[src/rtl/q2_pkg.sv]
// Shared types and field helpers for the q2 word-addressed accumulator core.
package q2_pkg;

  typedef enum logic [1:0] {
    ST_STOP  = 2'd0,
    ST_FETCH = 2'd1,
    ST_IND   = 2'd2,
    ST_EXEC  = 2'd3
  } state_t;

  typedef enum logic [2:0] {
    OP_NOR = 3'd0,
    OP_ADD = 3'd1,
    OP_LDA = 3'd2,
    OP_STA = 3'd3,
    OP_SHR = 3'd4,
    OP_JC  = 3'd5,
    OP_JMP = 3'd6,
    OP_JZ  = 3'd7
  } op_t;

  // Instruction layout: [W-1:W-3] op, [W-4] deref, [W-5] page, [W-6:0] offset.
  function automatic int op_lsb(input int w);
    return w - 3;
  endfunction

  function automatic int deref_pos(input int w);
    return w - 4;
  endfunction

  function automatic int page_pos(input int w);
    return w - 5;
  endfunction

  function automatic logic is_mem_op(input op_t op);
    return op <= OP_STA;
  endfunction

endpackage

[src/rtl/q2_alu_w.sv]
// Combinational word ALU: computes the new accumulator and flag for NOR/ADD/LDA/SHR.
module q2_alu_w
  import q2_pkg::*;
#(
  parameter int W = 12
) (
  input  op_t          op,
  input  logic [W-1:0] a,
  input  logic [W-1:0] m,
  input  logic         f,
  output logic [W-1:0] result,
  output logic         f_next
);

  logic [W:0] sum;

  assign sum = {1'b0, a} + {1'b0, m};

  // NOTE: every output gets a default before the case so no path leaves it unassigned (no latch).
  always_comb begin
    result = a;
    f_next = f;
    case (op)
      OP_NOR: result = ~(a | m);
      OP_ADD: {f_next, result} = sum;
      OP_LDA: result = m;
      OP_SHR: begin
        result = {f, a[W-1:1]};
        f_next = a[0];
      end
      default: ;
    endcase
  end

endmodule

[src/rtl/q2_core_w.sv]
// q2 core: STOP/FETCH/IND/EXEC sequencer with a single held-until-ack memory port.
module q2_core_w
  import q2_pkg::*;
#(
  parameter int W         = 12,
  parameter int PAGE_BITS = W - 5
) (
  input  logic         clk,
  input  logic         nrst,
  input  logic         start,
  input  logic         stop,
  input  logic         dep,
  input  logic [W-1:0] sw,
  output logic         mem_req,
  output logic         mem_we,
  output logic [W-1:0] mem_addr,
  output logic [W-1:0] mem_wdata,
  input  logic [W-1:0] mem_rdata,
  input  logic         mem_ack,
  output logic         run,
  output logic         halt,
  output logic [W-1:0] a_out,
  output logic [W-1:0] p_out,
  output logic         f_out
);

  localparam int OP_LSB = op_lsb(W);
  localparam int DEREF  = deref_pos(W);
  localparam int PAGE   = page_pos(W);

  state_t       state, state_nx;
  logic [W-1:0] a, p, p_inst, ea, dep_data;
  logic [3:0]   ir;  // op + deref; address fields are folded into ea at fetch
  logic         f, stop_seen, dep_pend;
  op_t          op;
  logic [W-1:0] ea_fetch, alu_res;
  logic         alu_f, retire, halt_set;

  assign op = op_t'(ir[3:1]);

  assign ea_fetch = mem_rdata[PAGE]
                  ? {p[W-1:PAGE_BITS], mem_rdata[PAGE_BITS-1:0]}
                  : {{(W-PAGE_BITS){1'b0}}, mem_rdata[PAGE_BITS-1:0]};

  assign retire   = (state == ST_EXEC) && (!is_mem_op(op) || mem_ack);
  assign halt_set = retire && (op == OP_JMP) && !ir[0] && (ea == p_inst);

  q2_alu_w #(.W(W)) u_alu (
    .op     (op),
    .a      (a),
    .m      (mem_rdata),
    .f      (f),
    .result (alu_res),
    .f_next (alu_f)
  );

  // NOTE: sequential state uses non-blocking assignments so every register samples pre-edge values.
  always_ff @(posedge clk or negedge nrst) begin
    if (!nrst) state <= ST_STOP;
    else       state <= state_nx;
  end

  // Memory port is decoded from registered state, so it drops the instant nrst asserts.
  always_comb begin
    state_nx  = state;
    mem_req   = 1'b0;
    mem_we    = 1'b0;
    mem_addr  = p;
    mem_wdata = a;
    case (state)
      ST_STOP: begin
        if (dep_pend) begin
          mem_req   = 1'b1;
          mem_we    = 1'b1;
          mem_wdata = dep_data;
        end else if (start && !dep) begin
          state_nx = ST_FETCH;
        end
      end
      ST_FETCH: begin
        mem_req = 1'b1;
        if (mem_ack) state_nx = mem_rdata[DEREF] ? ST_IND : ST_EXEC;
      end
      ST_IND: begin
        mem_req  = 1'b1;
        mem_addr = ea;
        if (mem_ack) state_nx = ST_EXEC;
      end
      ST_EXEC: begin
        if (is_mem_op(op)) begin
          mem_req  = 1'b1;
          mem_we   = (op == OP_STA);
          mem_addr = ea;
        end
        if (retire) begin
          state_nx = (stop_seen || stop || halt || halt_set) ? ST_STOP : ST_FETCH;
        end
      end
      default: state_nx = ST_STOP;
    endcase
  end

  always_ff @(posedge clk or negedge nrst) begin
    if (!nrst) begin
      a         <= '0;
      p         <= '0;
      f         <= 1'b0;
      ir        <= '0;
      p_inst    <= '0;
      ea        <= '0;
      dep_data  <= '0;
      dep_pend  <= 1'b0;
      stop_seen <= 1'b0;
      halt      <= 1'b0;
    end else begin
      case (state)
        ST_STOP: begin
          stop_seen <= 1'b0;
          if (dep_pend) begin
            if (mem_ack) begin
              p        <= p + 1'b1;
              dep_pend <= 1'b0;
            end
          end else if (dep) begin
            dep_pend <= 1'b1;
            dep_data <= sw;
          end else if (start) begin
            halt <= 1'b0;
          end
        end
        ST_FETCH: begin
          if (stop) stop_seen <= 1'b1;
          if (mem_ack) begin
            ir     <= mem_rdata[W-1:DEREF];
            p_inst <= p;
            p      <= p + 1'b1;
            ea     <= ea_fetch;
          end
        end
        ST_IND: begin
          if (stop) stop_seen <= 1'b1;
          if (mem_ack) ea <= mem_rdata;
        end
        ST_EXEC: begin
          if (stop) stop_seen <= 1'b1;
          if (retire) begin
            stop_seen <= 1'b0;
            if (halt_set) halt <= 1'b1;
            case (op)
              OP_NOR, OP_ADD, OP_LDA, OP_SHR: begin
                a <= alu_res;
                f <= alu_f;
              end
              OP_JC:   if (f) p <= ea;
              OP_JMP:  p <= ea;
              OP_JZ:   if (a == '0) p <= ea;
              default: ;
            endcase
          end
        end
        default: ;
      endcase
    end
  end

  assign run   = (state != ST_STOP);
  assign a_out = a;
  assign p_out = p;
  assign f_out = f;

endmodule

[config.mk]
export PLATFORM = sky130hd
export DESIGN_NAME = q2_core_w
export DESIGN_NICKNAME = d
export VERILOG_FILES = /design/src/rtl/q2_pkg.sv /design/src/rtl/q2_alu_w.sv /design/src/rtl/q2_core_w.sv
export SDC_FILE = /design/constraint.sdc
export NUM_CORES = 1
export LEC_CHECK = 0
export ABC_AREA = 1
export BUFFER_PORTS_ARGS = -buffer_cell sky130_fd_sc_hd__buf_2
export CAP_MARGIN = 20
export CORE_ASPECT_RATIO = 0.8
export CORE_MARGIN = 2
export CORE_UTILIZATION = 45
export DETAILED_ROUTE_END_ITERATION = 16
export GPL_TIMING_DRIVEN = 0
export HOLD_SLACK_MARGIN = 0.02
export PLACE_DENSITY = 0.64
export SYNTH_ARGS = -nofsm -noshare
export SYNTH_HDL_FRONTEND = slang
export SYNTH_SLANG_ARGS = --single-unit
export TNS_END_PERCENT = 30
[constraint.sdc]
create_clock -name clk -period 5.4 [get_ports clk]
set_input_delay 1.08 -clock clk [delete_from_list [all_inputs] [get_ports clk]]
set_output_delay 1.08 -clock clk [all_outputs]
set_load 0.05 [all_outputs]
Yosys cells after proc, flatten, opt, wreduce, memory -nomap -nowiden
Cells that the tools add are included.
Cells by class
  $lt $le $gt $ge: 1
  reduce and logical (&&, ||, !) cells: 31
  add/sub/neg operators: 2
  equality and inequality tests: 23
  muxes and demuxes: 42
  bitwise operators: 3
Operators by type and width (number)
  two-way mux 12 bit: 11
  case mux 12 bit (3 select lines): 2
  case mux 12 bit (2 select lines): 2
  case mux 12 bit (4 select lines): 1
  != test 2 bit (second input constant): 9
  two-way mux 1 bit: 15
  adder 12 x 12 -> 13 bit: 1
  adder 12 x 1 -> 12 bit (second input constant): 1
  equality test 12 bit: 1
  equality test 3 bit (second input constant): 4
  logical NOT 12 bit: 1
  NOT 12 bit: 1
  OR 12 bit: 1
  AND reduction 6 bit: 2
  two-way mux 2 bit: 5
  case mux 2 bit (4 select lines): 1
  AND reduction 4 bit: 2
  nonzero test 2 bit: 4
  equality test 3 x 2 -> 1 bit (second input constant): 2
  != test 3 bit (second input constant): 2
  case mux 1 bit (2 select lines): 3
  case mux 1 bit (3 select lines): 2
  AND reduction 3 bit: 2
  logical AND 1 bit: 5
  other kinds (16): 22
Storage, ports and cells
  word-level logic and storage cells: 113
  output and inout bits: 53
  input port bits: 30
  flip-flop bits (word level): 70

Longest topological paths before layout
  depth after elaboration: 11
  gate-level depth with buffers: 13
  depth with buffers taken out: 13

Modules after synthesis
Synthesis repeated with hierarchy kept, for this count alone.
Second synthesis, totals
  cells, all modules: 762
  area total of the unflattened synthesis: 5188.7 sq um
Modules (own cells, without submodules)
  q2_core_w: cells each 512, area each 3837.4 sq um, times used 1, seq. area each 1751.7 sq um
  q2_alu_w: cells each 250, area each 1351.3 sq um, times used 1, seq. area each 0.0 sq um

Least setup slack after synthesis
No wires, ideal clock.
  kind: reg2out
  start point: register state[0]
  end point: output port mem_addr[4]
  path buffers: 2
  data required time: 4.320 ns
  slack: 2.047 ns
  cell stages (with the launch flop): 8
  arrival time: 2.273 ns
  path through: dfrtp_1 -> inv_1 -> ha_1 -> buf_2 -> inv_1 -> o21ai_0 -> buf_2 -> o21ai_0
On the way
  longest elaborated chain between the ends: 2
  elaborated cells between the ends (all ways): 3
  classes of those cells: eq/ne: 2; mux: 1
Ends and longest elaborated chain
  from (decl): RTL line q2_core_w.sv:31  | state_t state, state_nx;
  from (signal assigned): RTL line q2_core_w.sv:60  | else state <= state_nx;
  equality test 2 bit: RTL line q2_core_w.sv:70  | case (state)
  case mux 12 bit (2 select lines) *: RTL line q2_core_w.sv:70
  to (decl): RTL line q2_core_w.sv:16  | output logic [W-1:0] mem_addr,
Mark *: on every way between the ends. The rest lies on a longest branch, timed or not.

Worst setup path after layout
  start point: register state[0]
  end point: output port mem_addr[8]
Same word-level chain as after synthesis.

==> run_results.csv <==
group,metric,value,unit
die,start_util,0.4632,
placement,portBuffers,82,
global_routing,groute.usage.overall,0.2651,
synthesis,synth.top_cells.by_area,"sky130_fd_sc_hd__dfrtp_1 (35%), sky130_fd_sc_hd__nand2_1 (15%), sky130_fd_sc_hd__ha_1 (7.2%)",
synthesis,synthDominantAreaCellType,"sky130_fd_sc_hd__dfrtp_1",
clock_network,postCtsResizedCells,0,
worst_setup_path,cell_by_cell_listing_of_the_critical_path,"inv_1 -> ha_1 -> buf_2 -> inv_1 -> o21ai_0 -> buf_2 -> o22ai_1 -> buf_2",
worst_setup_path,timing.critical_path.from_type,"flop",
detailed_routing,dr.first_iter.drc_count,408,
detailed_routing,ant_nets_after_route,0,
synthesis,synth_edf_count,0,
timing,final_hold_viol_count,0,
worst_setup_path,cp-end-kind,"output pin",
synthesis,ys_ff_latch,70,
timing,setup_repair_after_global_routing_missed_its_margin,"false",
worst_setup_path,reg2reg_slack,3150,ps
timing,finalWorstPathRequiredPeriod,3536,ps
detailed_routing,via_count,5218,
die,die_width,122.4,microns
clock_network,tritoncts,"built",
timing,worst_clock_skew,5.801,ps
final_layout,post_route_cells_drive_above_1_share,0.1875,
timing,final_min_period_over_clock_period,0.6549,
clock_network,clk_latency,330,ps
worst_setup_path,critical-path-slowest-cell,"sky130_fd_sc_hd__dfrtp_1",
final_layout,seqCellArea,0.001752,sq mm
clock_network,cts_made_buffers,9,
die,floorplan.rows,34,
global_routing,top_usage_layer,"met1",
synthesis,syn-num-nets,761,
detailed_routing,detail_route.wl_per_cell,16.40,microns
worst_setup_path,critical_path_required,4320,ps
timing,whs,493.1,ps
worst_setup_path,critical_path_buffers_and_inverters,5,
synthesis,synth.lib_cells_used.distinct,45,
synthesis,yosys_warnings,0,
synthesis,async_reset_ff_frac,1.000,
synthesis,mappedNetlistArea,0.005045,sq mm
detailed_routing,post_drt_via_cell_ratio,5.528,
global_routing,gr-usage-met1,0.4180,
global_routing,grt_first_pass_wirelength,24820,microns
die,placeable_core_region,0.01089,sq mm
die,num_io_pins,83,
worst_setup_path,critical-path-top-delay-family,"buffers and inverters",
worst_setup_path,worst_ep_arrival_time,2460,ps
clock_network,cts_sinks,70,
timing,slew_headroom,0.6347,
run_status,outcome,"completed",
synthesis,fraction_of_post_synthesis_cell_area_in_the_top_cell_type_by_area,0.3472,
placement,gpl.final_weighted_congestion,0.9141,
clock_network,clock_tree.htree_level_count,3,
worst_setup_path,timing_worst_setup_path_type,"flop to output pin",
timing,worst_pin_slew,543.0,ps
final_layout,insertedDiodeCount,0,
worst_setup_path,critical-path-max-stage-delay,410,ps
synthesis,syn_avg_cell_area,7.197,sq um
clock_network,clkSlewWorstSetupHoldPaths,60,ps
global_routing,grt_use_met2,0.3671,
global_routing,largest_net_degree_at_the_start_of_global_routing,39,
detailed_routing,postRouteWirelength,15480,microns
detailed_routing,detail_route.first_pass.iterations,8,
final_layout,layout.filler_cells,1107,
detailed_routing,detail_route.drc_violations,0,
global_routing,first_global_vias,4799,
clock_network,cts_root_buf,"sky130_fd_sc_hd__clkbuf_16",
placement,place.detailed.hpwl,12110,microns
synthesis,synth_cells,701,
synthesis,seq_area_frac_synth,0.3472,
clock_network,cts-hold-fix-buffers,0,
die,die_height,98.70,microns
worst_setup_path,worst_path_most_repeated_cell,"sky130_fd_sc_hd__buf_2",
timing,setup_viol,0,
final_layout,finalNetCount,855,
global_routing,gr-total-overflow,0,
timing,fmax,282.8,MHz
final_layout,syn_to_final_growth,18.13,%
timing,report.final.slew_viol_count,0,
worst_setup_path,crit_fanout,10,
synthesis,most_used_flip_flop_cell_after_synthesis,"sky130_fd_sc_hd__dfrtp_1",
global_routing,global_route.usage.met3,0.04919,
die,floorplan.die_area,0.01208,sq mm
clock_network,post_cts_buffers,0,
flow_run,drv_cap,0,
hold_path,min-delay-path-class,"flop to flop",
global_routing,number_of_antenna_violations_at_the_first_check_in_global_routing,0,
clock_network,ctsLongestPathBuffers,2,
timing,setup-tns-final,0,ps
final_layout,multi_input_area,0.002778,sq mm
metal layers:
layer | vias to the layer above | part of all wire
li1 | 2475 | -
met1 | 2457 | 0.49
met2 | 266 | 0.41
met3 | 20 | 0.087
met4 | 0 | 0.015
met5 | - | 0
worst register-to-register path, stage by stage (launching register included):
cell and delay (ps):
sky130_fd_sc_hd__dfrtp_1 490, sky130_fd_sc_hd__ha_1 290, sky130_fd_sc_hd__inv_1 80, sky130_fd_sc_hd__fa_1 390
sky130_fd_sc_hd__nor2_1 120, sky130_fd_sc_hd__nor2_1 90, sky130_fd_sc_hd__o21ai_0 290, sky130_fd_sc_hd__nand2_1 90
sky130_fd_sc_hd__nand2_1 60, sky130_fd_sc_hd__o21ai_0 70, sky130_fd_sc_hd__nand2_1 100, sky130_fd_sc_hd__nand2_1 60
metrics by stage:
stage	cells	area [sq um]	utilization	setup slack, ps
floorplan	701	5045	-	2047
global placement	927	5635	0.5175	2343
detailed placement	928	5658	0.5195	2293
CTS	944	5959	0.5472	1897
global route	944	5959	0.5472	1741
finish	944	5959	0.5472	1864
Yosys cell counts (4+ instances only):
| cell | number |
|---|---|
| sky130_fd_sc_hd__buf_2 | 5 |
| sky130_fd_sc_hd__nor2_1 | 42 |
| sky130_fd_sc_hd__nand2_1 | 202 |
| sky130_fd_sc_hd__nor3_1 | 8 |
| sky130_fd_sc_hd__o21ai_0 | 71 |
| sky130_fd_sc_hd__o22ai_1 | 23 |
| sky130_fd_sc_hd__dfrtp_1 | 70 |
| sky130_fd_sc_hd__inv_2 | 4 |
| sky130_fd_sc_hd__a21oi_1 | 10 |
| sky130_fd_sc_hd__nand2_2 | 5 |
| sky130_fd_sc_hd__mux2_2 | 10 |
| sky130_fd_sc_hd__inv_1 | 95 |
| sky130_fd_sc_hd__nand3b_1 | 7 |
| sky130_fd_sc_hd__ha_1 | 29 |
| sky130_fd_sc_hd__nand4_1 | 10 |
| sky130_fd_sc_hd__xor2_1 | 7 |
| sky130_fd_sc_hd__buf_6 | 6 |
| sky130_fd_sc_hd__a31oi_1 | 4 |
| sky130_fd_sc_hd__clkbuf_1 | 6 |
| sky130_fd_sc_hd__nor2_2 | 5 |
| sky130_fd_sc_hd__nand3_1 | 42 |
final cells by class:
type,instances,area share
Multi-Input combinational cell,510,0.4661
Tap cell,144,0.03023
Clock buffer,12,0.04304
Inverter,100,0.06299
Sequential cell,70,0.2939
Buffer,21,0.02351
Clock inverter,4,0.007558
Timing Repair Buffer,83,0.07264
worst paths after layout:
| kind | depth (start not counted) | startpoint | end |
|---|---|---|---|
| max | 8 | state[0]$_DFFE_PN0P_ | mem_addr[8] |
| min | 2 | p_out[9]$_DFFE_PN0P_ | p_out[9]$_DFFE_PN0P_ |
| max reg2reg | 11 | a_out[0]$_DFFE_PN0P_ | a_out[6]$_DFFE_PN0P_ |
| min reg2reg | 2 | p_out[9]$_DFFE_PN0P_ | p_out[9]$_DFFE_PN0P_ |
| max in group asynchronous | 2 | nrst | p_inst[3]$_DFFE_PN0P_ |
| min in group asynchronous | 1 | nrst | halt$_DFFE_PN0P_ |
state kept, by name (all words and copies together) (netlist names):
register   cells
p_out         12
dep_pend       1
ir             4
ea            12
a_out         12
stop_seen      1
p_inst        12
f_out          1
halt           1
state          2
dep_data      12
cell usage in the layout (no fill, tap or decap), types with 3 or more instances in the layout:
master,synthesis,routed
sky130_fd_sc_hd__clkinv_2,0,3
sky130_fd_sc_hd__inv_1,95,95
sky130_fd_sc_hd__nor2_1,42,42
sky130_fd_sc_hd__xnor2_1,3,3
sky130_fd_sc_hd__a31oi_1,4,4
sky130_fd_sc_hd__nand4_1,10,10
sky130_fd_sc_hd__nor3_1,8,8
sky130_fd_sc_hd__nor2_4,3,3
sky130_fd_sc_hd__buf_2,5,86
sky130_fd_sc_hd__or2_2,3,3
sky130_fd_sc_hd__nand3_1,42,42
sky130_fd_sc_hd__buf_6,6,6
sky130_fd_sc_hd__nand2_1,202,202
sky130_fd_sc_hd__ha_1,29,29
sky130_fd_sc_hd__mux2_2,10,10
sky130_fd_sc_hd__nand2_2,5,5
sky130_fd_sc_hd__buf_4,2,3
sky130_fd_sc_hd__clkbuf_1,6,7
sky130_fd_sc_hd__dfrtp_1,70,70
sky130_fd_sc_hd__clkbuf_16,0,9
sky130_fd_sc_hd__nor2_2,5,5
sky130_fd_sc_hd__o22ai_1,23,23
sky130_fd_sc_hd__a21oi_1,10,10
sky130_fd_sc_hd__nand3b_1,7,7
sky130_fd_sc_hd__nor4_1,3,3
sky130_fd_sc_hd__xor2_1,7,7
sky130_fd_sc_hd__inv_2,4,4
sky130_fd_sc_hd__o21ai_0,71,71
cell families after synthesis:
kind of cell	share of synthesized area
adders and majority gates	0.07589
xor gates and xnor gates	0.01736
DFF	0.3472
AOI/OAI and AO/OA	0.1386
and+or+nand+nor	0.2919
muxes	0.02679
buffers and inverters	0.1022
Power is left out: the tool's default activity adds up to more than one toggle a clock period on the data nets, which glitch-free logic cannot reach.
